===== src/rtl/pipelined_booth_multiplier.sv =====
// Sequential radix-4 Booth multiplier: one Booth digit per cycle, IDLE/BUSY/DONE handshake.
// Optional early termination when the remaining multiplier digits are all zero: BOOTH_MULT_EARLY_TERM_EN.
module pipelined_booth_multiplier #(
    parameter int unsigned WIDTH = 32
) (
    input  logic                 Clk,
    input  logic                 Reset,
    input  logic                 InValid,
    output logic                 InReady,
    input  logic [WIDTH-1:0]     Multiplier,
    input  logic [WIDTH-1:0]     Multiplicand,
    input  logic                 Sign,
    output logic                 OutValid,
    input  logic                 OutReady,
    output logic [2*WIDTH-1:0]   Product,
    output logic                 Busy
);

    localparam int unsigned N    = WIDTH / 2 + 1;
    localparam int unsigned CntW = $clog2(N);

    typedef enum logic [1:0] {StIdle, StBusy, StDone} state_e;

    state_e               r_state;
    state_e               w_state_next;
    logic [2*WIDTH-1:0]   r_mcand;   // multiplicand, pre-shifted by 2i for the current digit
    logic [WIDTH+1:0]     r_mshift;  // extended multiplier, arithmetically shifted by 2i
    logic                 r_prev;    // bit 2i-1 of the extended multiplier
    logic [2*WIDTH-1:0]   r_acc;
    logic [CntW-1:0]      r_cnt;
    logic [2*WIDTH-1:0]   r_product;

    logic [2:0]           w_digit;
    logic [2*WIDTH-1:0]   w_a2;
    logic [2*WIDTH-1:0]   w_pp;
    logic [2*WIDTH-1:0]   w_acc_next;
    logic                 w_last;
    logic                 w_finish;

    assign w_digit    = {r_mshift[1:0], r_prev};
    assign w_a2       = {r_mcand[2*WIDTH-2:0], 1'b0};
    assign w_acc_next = r_acc + w_pp;
    assign w_last     = (r_cnt == CntW'(N - 1));

`ifdef BOOTH_MULT_EARLY_TERM_EN
    logic [WIDTH:0] w_upper;
    logic           w_all_eq;
    // Bits above the current digit's low bit all equal means every later digit is zero.
    assign w_upper  = r_mshift[WIDTH+1:1];
    assign w_all_eq = (w_upper == '0) || (&w_upper);
    assign w_finish = w_last || w_all_eq;
`else
    assign w_finish = w_last;
`endif

    always_comb begin
        w_pp = '0;
        unique case (w_digit)
            3'b001, 3'b010: w_pp = r_mcand;
            3'b011:         w_pp = w_a2;
            3'b100:         w_pp = -w_a2;
            3'b101, 3'b110: w_pp = -r_mcand;
            default:        w_pp = '0;
        endcase
    end

    always_comb begin
        w_state_next = r_state;
        case (r_state)
            StIdle:  if (InValid)  w_state_next = StBusy;
            StBusy:  if (w_finish) w_state_next = StDone;
            StDone:  if (OutReady) w_state_next = StIdle;
            default: w_state_next = StIdle;
        endcase
    end

    always_ff @(posedge Clk) begin
        if (Reset) begin
            r_state   <= StIdle;
            r_mcand   <= '0;
            r_mshift  <= '0;
            r_prev    <= 1'b0;
            r_acc     <= '0;
            r_cnt     <= '0;
            r_product <= '0;
        end else begin
            r_state <= w_state_next;
            case (r_state)
                StIdle: begin
                    if (InValid) begin
                        r_mcand  <= {{WIDTH{Sign & Multiplicand[WIDTH-1]}}, Multiplicand};
                        r_mshift <= {{2{Sign & Multiplier[WIDTH-1]}}, Multiplier};
                        r_prev   <= 1'b0;
                        r_acc    <= '0;
                        r_cnt    <= '0;
                    end
                end
                StBusy: begin
                    r_acc    <= w_acc_next;
                    r_mcand  <= {r_mcand[2*WIDTH-3:0], 2'b00};
                    r_mshift <= {{2{r_mshift[WIDTH+1]}}, r_mshift[WIDTH+1:2]};
                    r_prev   <= r_mshift[1];
                    r_cnt    <= r_cnt + CntW'(1);
                    if (w_finish) r_product <= w_acc_next;
                end
                default: ;
            endcase
        end
    end

    assign InReady  = (r_state == StIdle);
    assign Busy     = (r_state == StBusy);
    assign OutValid = (r_state == StDone);
    assign Product  = r_product;

endmodule


===== config.mk =====
export PLATFORM = sky130hd
export DESIGN_NAME = pipelined_booth_multiplier
export DESIGN_NICKNAME = d
export VERILOG_FILES = /design/src/rtl/pipelined_booth_multiplier.sv
export SDC_FILE = /design/constraint.sdc
export NUM_CORES = 1
export LEC_CHECK = 0
export ABC_AREA = 1
export BUFFER_PORTS_ARGS = -buffer_cell sky130_fd_sc_hd__buf_2
export CAP_MARGIN = 20
export CORE_MARGIN = 1.5
export CORE_UTILIZATION = 35
export CTS_CLUSTER_SIZE = 8
export DETAILED_ROUTE_END_ITERATION = 6
export GPL_TIMING_DRIVEN = 0
export HOLD_SLACK_MARGIN = 0.08
export SYNTH_ARGS = -nofsm -noshare
export SYNTH_HDL_FRONTEND = slang
export SYNTH_SLANG_ARGS = --single-unit
export TNS_END_PERCENT = 20

===== constraint.sdc =====
create_clock -name Clk -period 8.6 [get_ports Clk]
set_input_delay 1.72 -clock Clk [delete_from_list [all_inputs] [get_ports Clk]]
set_output_delay 1.72 -clock Clk [all_outputs]
set_load 0.02 [all_outputs]

==> results.toml, run 1 <==
[setup_path]
path_max_fanout = 4
critPathKind = "reg2reg"
cp_num_buf_inv = 3
crit_arrival_ps = 5370
critPathMaxStageDelay_ps = 590
end_kind = "register"
cpLargestDelayFamily = "simple AND/OR/NAND/NOR gates"
cp_slowest_cell = "o21ai_1"
crit_chain = "inv_1, ha_1, inv_1, nor2_4, nand2_4, nor3_1, nand3_1, xor2_1, nand2_1, o21ai_0, a21oi_1, o21ai_0, ha_1, nand2_1, nor2_1, inv_1, nor2_1, nand3_1, o21ai_1, nand2_1, nand3b_1, nand3_1, a21oi_1"
ff2ff_path_depth = 23
startpoint_type = "register"
cp.depth = 23
crit_required_ps = 9070

[synth]
synth-seq-area-share = 0.282
synth-simple-area-share = 0.306
synth-seq-cells = 234
yosysUniqueCellTypes = 53
yosys.area_share.xor_xnor = 0.0390
synth_cells = 2618
syn_area_per_cell_sq_um = 6.34
synthArstFlopShare = 0
yosys_warnings = 0
synth_top_family_by_area = "simple AND/OR/NAND/NOR gates"
synth_area_sq_um = 16600
synth_enable_flop_cells = 0
synth-compound-area-share = 0.222
synthAdderAreaFrac = 0.0510
synth_nets = 2754
muxShareOfSynthArea = 0
synth_ff_type = "dfxtp_1"

[route]
drc = 16
drt_iter0_drc = 1586
wl_met3_um = 4460
met1_length_um = 32800
wl_per_cell_um = 20.7
num_vias = 18505
drt_wl_total_um = 70500
drtPass1Iterations = 7
wl_met2_um = 31500
viasPerCell = 5.43
postRouteAntennaNets = 0
top_layer_used = "met4"

[layout]
final_cell_mix = "nand2_1 (696), inv_1 (316), a21oi_1 (260), dfxtp_1 (234), nor2_1 (222)"
area_growth_pct = 15.1
antennaDiodeCount = 0
nNetsFinal = 2928
drive_gt1_frac = 0.0882
layout_commonest_cell = "nand2_1"

[power]
power.density_nw_per_um2 = 177
pwr-share-clk = 0.396
seqPwrFrac = 0.351
p_leak_uw = 0.00831
power.internal_uw = 2210
comb_power_share = 0.253
power.switching_uw = 1180
p_sw_frac = 0.348
vdd_drop_max_mv = 0.123
power_uw = 3390

[outcome]
violations = "design-rule violations"
status = "finished with violations"

[clock_tree]
clk_pin_slew_ps = 50
clock_latency_ps = 570
cts_resized = 0
cts_root_buffer = "clkbuf_16"
post_cts_buffers = 0
tritoncts = "built"
cts_hold_buf = 0
cts_sinks = 234
htree_levels = 2
cts.path.max_buffers = 3
cts_buffers = 36

[timing]
timing.slew.headroom = 0.323
finalSetupViolations = 0
rsz0062_at_grt = "no"
period_share = 0.570
hold_viol_final = 0
fin_setup_tns_ps = 0
slew_viol_final = 0
final.setup_skew_ps = 31.9
period_minus_slack_ps = 4900
max_freq_mhz = 204
tightest_slew_ps = 1010

[die]
ios = 136
dieArea_sq_um = 48700
die-width_um = 221
die_y_um = 221
initial_utilization = 0.356
core_sq_um = 46700
rows = 79

[place]
place.gp.congestion = 0.962
io_buffers = 135
place_hpwl_um = 57700

[grt]
grt_max_degree = 11
grt_pass1_wl_um = 105000
grt_pass1_vias = 17366
track_usage = 0.289
antenna_found_initial = 0
grt-ovfl-total = 0

[run]
maxCapViolCount = 0

[worst_hold_path]
hold_class = "reg2reg"
hold_depth = 2
[final cells by class]
cell class / count / area, sq um
buffer: 111 / 437
clock buffer: 42 / 965
tap: 607 / 759
clock inverter: 4 / 81.3
inverter: 323 / 1210
multi-input combinational: 1950 / 10300
fill: 5159 / 27500
timing repair buffer: 136 / 703
sequential: 234 / 4680
[cell usage after synthesis (all sizes together), types with 8 or more instances]
library cell  instances  area share
o21a                 14      0.0063
nand3b               16      0.0072
xor2                 68       0.036
ha                   66       0.050
a21o                 10      0.0045
a22oi                12      0.0054
a21oi               260       0.078
nand3               151       0.046
buf                  21      0.0060
nor2                243       0.062
a221oi               11      0.0058
o211ai                8      0.0036
o2111ai              17      0.0090
or2                  13      0.0049
dfxtp               234        0.28
clkbuf               90       0.020
nand2               706        0.16
o221ai               41       0.022
o22ai                42       0.016
inv                 321       0.073
o21ai               141       0.043
a221o                13      0.0078
o21bai               24       0.011
a31oi                18      0.0068
nor3                 30       0.013
nand4                21      0.0083
[worst min-delay path, cell delays in order (launching register included)]
cell and delay (ps):
dfxtp_1 300, nand2_1 60, a21oi_1 50
[sequential cells by signal, summed over array words and instances (netlist names)]
register / cells
Product: 64
r_acc: 64
r_cnt: 5
r_mcand: 64
r_mshift: 34
r_prev: 1
r_state: 2
[layer usage]
layer | up-vias | track usage
li1 | 9057 | -
met1 | 8722 | 0.406
met2 | 630 | 0.466
met3 | 96 | 0.0351
met4 | 0 | 0.0764
met5 | - | 0
[metrics by stage]
stage          instance area [sq um]  hold slack (ps)   util  cells  setup slack [ps]
4_1_cts                        19100              464  0.410   3407              3790
3_5_place_dp                   18100              455  0.387   3361              3830
2_1_floorplan                  16600              445      -   2618              5200
3_3_place_gp                   18000              451  0.387   3360              3810
5_1_grt                        19100              481  0.410   3407              3290
6_report                       19100              459  0.410   3407              3700
[worst paths after layout]
check                    from  slack (ps)           to
setup reg to reg   r_mcand[1]        3700  Product[43]
setup / recovery   r_mcand[1]        3700  Product[43]
hold reg to reg   Product[12]         460  Product[12]
hold / removal    Product[12]         460  Product[12]
[power by group through the flow]
stage / sequential [uW] / combinational [uW] / clock, uW
6_report: 1190 / 857 / 1340
4_1_cts: 1180 / 838 / 1370
2_1_floorplan: 1190 / 556 / 0
3_5_place_dp: 1210 / 834 / 0
3_3_place_gp: 1210 / 828 / 0
5_1_grt: 1190 / 935 / 1420
[logic make-up after synthesis]
| logic type | count (synthesis) |
|---|---|
| adder cells (fa/ha/maj) | 67 |
| XOR/XNOR | 74 |
| AND/OR/NAND/NOR | 1190 |
| AO/OA/AOI/OAI | 619 |
| flip-flops | 234 |
| buffers and inverters | 434 |
No activity file was read; power rests on OpenSTA's default activity.
==> run 2, diff against run 1 <==
- ABC_AREA: 1 -> 0
- clock period: 8.6 -> 4.6 ns (I/O delays scaled with it)
==> results.toml, run 2 <==
[outcome]
status = "finished with violations"
violations = "negative setup slack"

[grt]
track_usage = 0.258
antenna_found_initial = 4
grt_pass1_vias = 16835
grt_max_degree = 11
grt_pass1_wl_um = 96700
grt-ovfl-total = 0

[timing]
rsz0062_at_grt = "yes"
final.setup_skew_ps = 32.2
period_share = 1.29
fin_setup_tns_ps = -58830
slew_viol_final = 0
period_minus_slack_ps = 5930
finalSetupViolations = 76
timing.final.ws_setup_ps = -1330
max_freq_mhz = 169
hold_viol_final = 0
tightest_slew_ps = 1170
timing.slew.headroom = 0.214

[synth]
synth-seq-cells = 234
synth_top_cell_area_share = 0.283
synth_nets = 2484
synth_common_cells = "nor2_1 (352), nand2_1 (289), a21oi_1 (250), dfxtp_1 (234), clkbuf_1 (179)"
syn_area_per_cell_sq_um = 7.04
synth_area_leaders = "dfxtp_1 (28%), nor2_1 (8.0%), a21oi_1 (7.6%)"
synth_cells = 2348
synthArstFlopShare = 0
synth-seq-area-share = 0.283
synth_ff_type = "dfxtp_1"
yosysUniqueCellTypes = 73
yosys_warnings = 0
synth_top_area_cell = "dfxtp_1"
synth_enable_flop_cells = 0
synth_most_common_cell = "nor2_1"
synth_area_sq_um = 16500

[clock_tree]
cts_hold_buf = 0
cts_sinks = 234
cts.path.max_buffers = 3
clock_latency_ps = 570
tritoncts = "built"
cts_root_buffer = "clkbuf_16"
htree_levels = 2
cts_buffers = 36
clk_pin_slew_ps = 60

[die]
ios = 136
rows = 79
initial_utilization = 0.355
core_sq_um = 46600
dieArea_sq_um = 48500
die_y_um = 220
die-width_um = 220

[setup_path]
startpoint_type = "register"
rrSetupSlack_ps = -1330
critPathKind = "reg2reg"
r2r-start = "r_mcand[18]"
ff2ff_path_depth = 23
crit_arrival_ps = 6360
crit_required_ps = 5030
path_max_fanout = 4
reg2reg_to = "r_acc[62]"
end_kind = "register"

[power]
power.density_nw_per_um2 = 339
p_leak_uw = 0.00800
vdd_drop_max_mv = 0.265

[route]
drtPass1Iterations = 6
drt_iter0_drc = 1538
drt_wl_total_um = 64100
postRouteAntennaNets = 0
num_vias = 18197
wl_per_cell_um = 20.2
viasPerCell = 5.72
drc = 0

[worst_hold_path]
hp-start = "Product[42]"
hold_class = "reg2reg"
hold_depth = 2
holdPathEnd = "Product[42]"

[layout]
fin_cells = 3179
final_cell_mix = "nor2_1 (344), nand2_1 (281), a21oi_1 (232), dfxtp_1 (227), clkbuf_1 (150)"
area_growth_pct = 23.7
layout_commonest_cell = "nor2_1"
nNetsFinal = 2698
drive_gt1_frac = 0.172
n_fill_cell = 4767

[place]
place.gp.congestion = 1.03
place_hpwl_um = 47400
dp_cells = 3090
io_buffers = 133
pre_cts_slack_ps = -2230

[run]
maxCapViolCount = 0
[run 2: changes by cell type after synthesis, sizes merged, moves of 42 or more]
cell	change
clkbuf	+90
nand2	-417
nor3	+70
a22oi	+76
nor2	+109
nor2b	+68
inv	-291
o22ai	-42
nand3	-118
xnor2	+73
[run 2: metrics by stage]
step	total power [uW]	util	hold WS (ps)	area (sq um)
after detailed placement	4180	0.390	440	18200
after CTS	6810	0.426	451	19800
after floorplan	3620	-	432	16700
after global placement	4150	0.389	441	18100
final	6920	0.439	448	20400
after global routing	7250	0.439	461	20400
[run 2: logic make-up (layout without fill, tap and decap cells)]
group	after synthesis	after routing	share of synthesized area
fa+ha+maj	67	67	0.0512
buf+inv	240	463	0.0563
xor+xnor	143	143	0.0758
mux	16	16	0.00977
other cells	0	1	0
flops	234	234	0.283
compound gates	661	661	0.251
simple gates	987	987	0.272
[run 2: how the worst max path moves through the flow]
| stage | slack (ps) | cells past startpoint | from | to |
|---|---|---|---|---|
| 3_3_place_gp | -2490 | 18 | r_mshift[1] | Product[63] |
| 6_report | -1330 | 23 | r_mcand[18] | r_acc[62] |
| 3_5_place_dp | -2230 | 19 | r_mshift[1] | Product[63] |
| 2_1_floorplan | -920 | 22 | r_mcand[17] | Product[63] |
| 4_1_cts | -1250 | 22 | r_mcand[17] | Product[63] |
| 5_1_grt | -1470 | 23 | r_mcand[18] | r_acc[62] |
[run 2: area by class of cell]
class / instances / area (sq um) / area share
antenna: 1 / 2.50 / 0.000122
buffer: 198 / 831 / 0.0407
clock buffer: 45 / 1020 / 0.0497
clock inverter: 2 / 17.5 / 0.000857
inverter: 31 / 116 / 0.00569
multi-input combinational: 1874 / 11900 / 0.581
sequential: 234 / 4690 / 0.230
tap: 607 / 759 / 0.0372
timing repair buffer: 187 / 1130 / 0.0551
[run 2: routing by layer]
metal	track usage	vias up	routed length (um)
met3	0.0488	169	5740
li1	-	8702	-
met4	0.114	4	2650
met1	0.350	8568	28100
met2	0.395	754	27500
met5	0	-	23
[run 2: what timing repair did]
item,4_1_cts,5_1_grt
pin swaps,37,35
gates resized for setup,121,101
setup endpoints to repair,114,93
setup buffers,31,22
[run 2: worst max-delay path, cell delays in order (launching register included)]
cell and delay [ps]:
dfxtp_2 310, buf_6 110, or4_4 480, or4_4 450, or4_4 540, or3_4 350
or3_4 370, or3_4 380, nor3_4 220, xnor2_2 150, mux2i_1 110, o221ai_2 360
ha_4 290, buf_6 120, nand2_4 60, o21ai_4 70, nor4_4 440, buf_4 210
a21oi_4 70, o21ai_1 120, o211ai_1 190, buf_4 200, xnor2_2 120, o21ai_1 70
[run 2: where the power goes]
part	internal [uW]	total (uW)	switching, uW
clock network	1520	2500	976
registers	2150	2240	90.5
logic	778	2180	1400
total	4450	6920	2470
==> run 3, diff against run 2 <==
- RECOVER_POWER: default -> 100
==> results.toml, run 3 (synthesized netlist as in run 2, its figures left out) <==
[clock_tree]
clock_latency_ps = 560
cts_hold_buf = 0
htree_levels = 2
cts_sinks = 234
clk_pin_slew_ps = 60
cts_buffers = 36
tritoncts = "built"
cts_root_buffer = "clkbuf_16"
cts.path.max_buffers = 3

[setup_path]
crit_top_cell = "o21ai_0"
crit_chain = "inv_1, nor2_1, or2_2, and2_0, nand3_1, o21ai_0, o21ai_0, o21ai_0, ha_1, o21ai_0, nor4_2, nor4b_1, o21ai_2, o41ai_2, buf_2, o41ai_4, buf_4, a31oi_4, a311oi_4, a2111o_1, nand3_1"
critPathKind = "reg2reg"
rrSetupSlack_ps = -1420
cpLargestDelayFamily = "simple AND/OR/NAND/NOR gates"
crit_arrival_ps = 6520
startpoint_type = "register"
ff2ff_path_depth = 21
path_max_fanout = 10
end_kind = "register"
cp_num_buf_inv = 3
cp.depth = 21
critPathMaxStageDelay_ps = 760
crit_required_ps = 5100
cp_slowest_cell = "nor2_1"

[grt]
grt_use_met3 = 0.0488
grt-ovfl-total = 0
grt_max_degree = 11
grt_pass1_vias = 16835
met1_usage = 0.350
track_usage = 0.258
grt_busiest_layer = "met2"
met2_usage = 0.395
grt_pass1_wl_um = 96700
antenna_found_initial = 4

[layout]
final_cell_mix = "nor2_1 (346), nand2_1 (281), a21oi_1 (232), dfxtp_1 (227), clkbuf_1 (218)"
design_area_sq_um = 20300
drive_gt1_frac = 0.145
nNetsFinal = 2698
layout_commonest_cell = "nor2_1"
area_growth_pct = 23.1
fin_cells = 3179
post-route-util = 0.437
n_fill_cell = 4798

[timing]
final.setup_skew_ps = 28.9
max_freq_mhz = 166
rsz0062_at_grt = "yes"
finalSetupViolations = 100
timing.slew.headroom = 0.202
tightest_slew_ps = 1190
timing.final.ws_setup_ps = -1420
period_minus_slack_ps = 6020
period_share = 1.31
slew_viol_final = 0
hold_viol_final = 0

[outcome]
status = "finished with violations"
violations = "negative setup slack"

[power]
pwr-share-clk = 0.361
power.density_nw_per_um2 = 340
p_sw_frac = 0.357
p_leak_uw = 0.00771
vdd_drop_max_mv = 0.265
comb_power_share = 0.315
power.internal_uw = 4450
power.switching_uw = 2470
seqPwrFrac = 0.324

[route]
drc = 0
drt_wl_total_um = 64300
wl_per_cell_um = 20.2
postRouteAntennaNets = 0
drtPass1Iterations = 6
drt_iter0_drc = 1572
num_vias = 18141
viasPerCell = 5.71

[worst_hold_path]
hold_depth = 2
hold_class = "reg2reg"

[die]
die-width_um = 220
dieArea_sq_um = 48500
die_y_um = 220
ios = 136
initial_utilization = 0.355
core_sq_um = 46600
rows = 79

[place]
pre_cts_slack_ps = -2230
place.gp.congestion = 1.03
placed_area_sq_um = 18200
place_hpwl_um = 47400
io_buffers = 133
dp_cells = 3090

[run]
maxCapViolCount = 0
run 3: cell count changes in the layout (fill, tap and decap cells not counted), sizes merged:
cell / delta
clkbuf: +68
buf: -68
run 3: worst min-delay path: stages (launching register included):
cell and delay (ps):
dfxtp_1 300, nand2_1 50, a21oi_1 50
run 3: per-layer routing:
| metal | wire length [um] | vias up |
|---|---|---|
| met5 | 23 | - |
| li1 | - | 8701 |
| met4 | 2640 | 4 |
| met1 | 28400 | 8508 |
| met2 | 27600 | 768 |
| met3 | 5570 | 160 |
run 3: stage by stage:
stage	setup TNS, ps	hold WS [ps]	power [uW]
final	-80490	450	6920
after global routing	-89500	464	7240
after CTS	-55590	451	6810
after detailed placement	-123390	440	4180
after global placement	-137690	441	4150
after floorplan	-26810	432	3620
run 3: path summary, 6_finish.rpt:
kind	start	end
max	r_prev	Product[63]
min	Product[42]	Product[42]
max reg2reg	r_prev	Product[63]
min reg2reg	Product[42]	Product[42]
run 3: area by class of cell:
class / count / area, sq um / share of cell area
clock inverters: 2 / 17.5 / 0.000861
clock buffers: 45 / 1020 / 0.0499
multi-input cells: 1874 / 11900 / 0.583
inverters: 31 / 116 / 0.00572
repair buffers: 187 / 1040 / 0.0512
flip-flops and latches: 234 / 4690 / 0.231
diodes: 1 / 2.50 / 0.000123
plain buffers: 198 / 831 / 0.0408
well taps: 607 / 759 / 0.0373
run 3: timing repair:
item,in CTS,in global routing
pin swaps,37,35
gates resized for setup,121,101
setup endpoints to repair,114,93
setup buffers,31,22
run 3: power groups by stage:
stage	clock, uW	sequential, uW	combinational [uW]
3_3_place_gp	0	2260	1900
5_1_grt	2640	2250	2360
2_1_floorplan	0	2240	1390
4_1_cts	2550	2230	2020
6_report	2500	2240	2180
3_5_place_dp	0	2260	1920
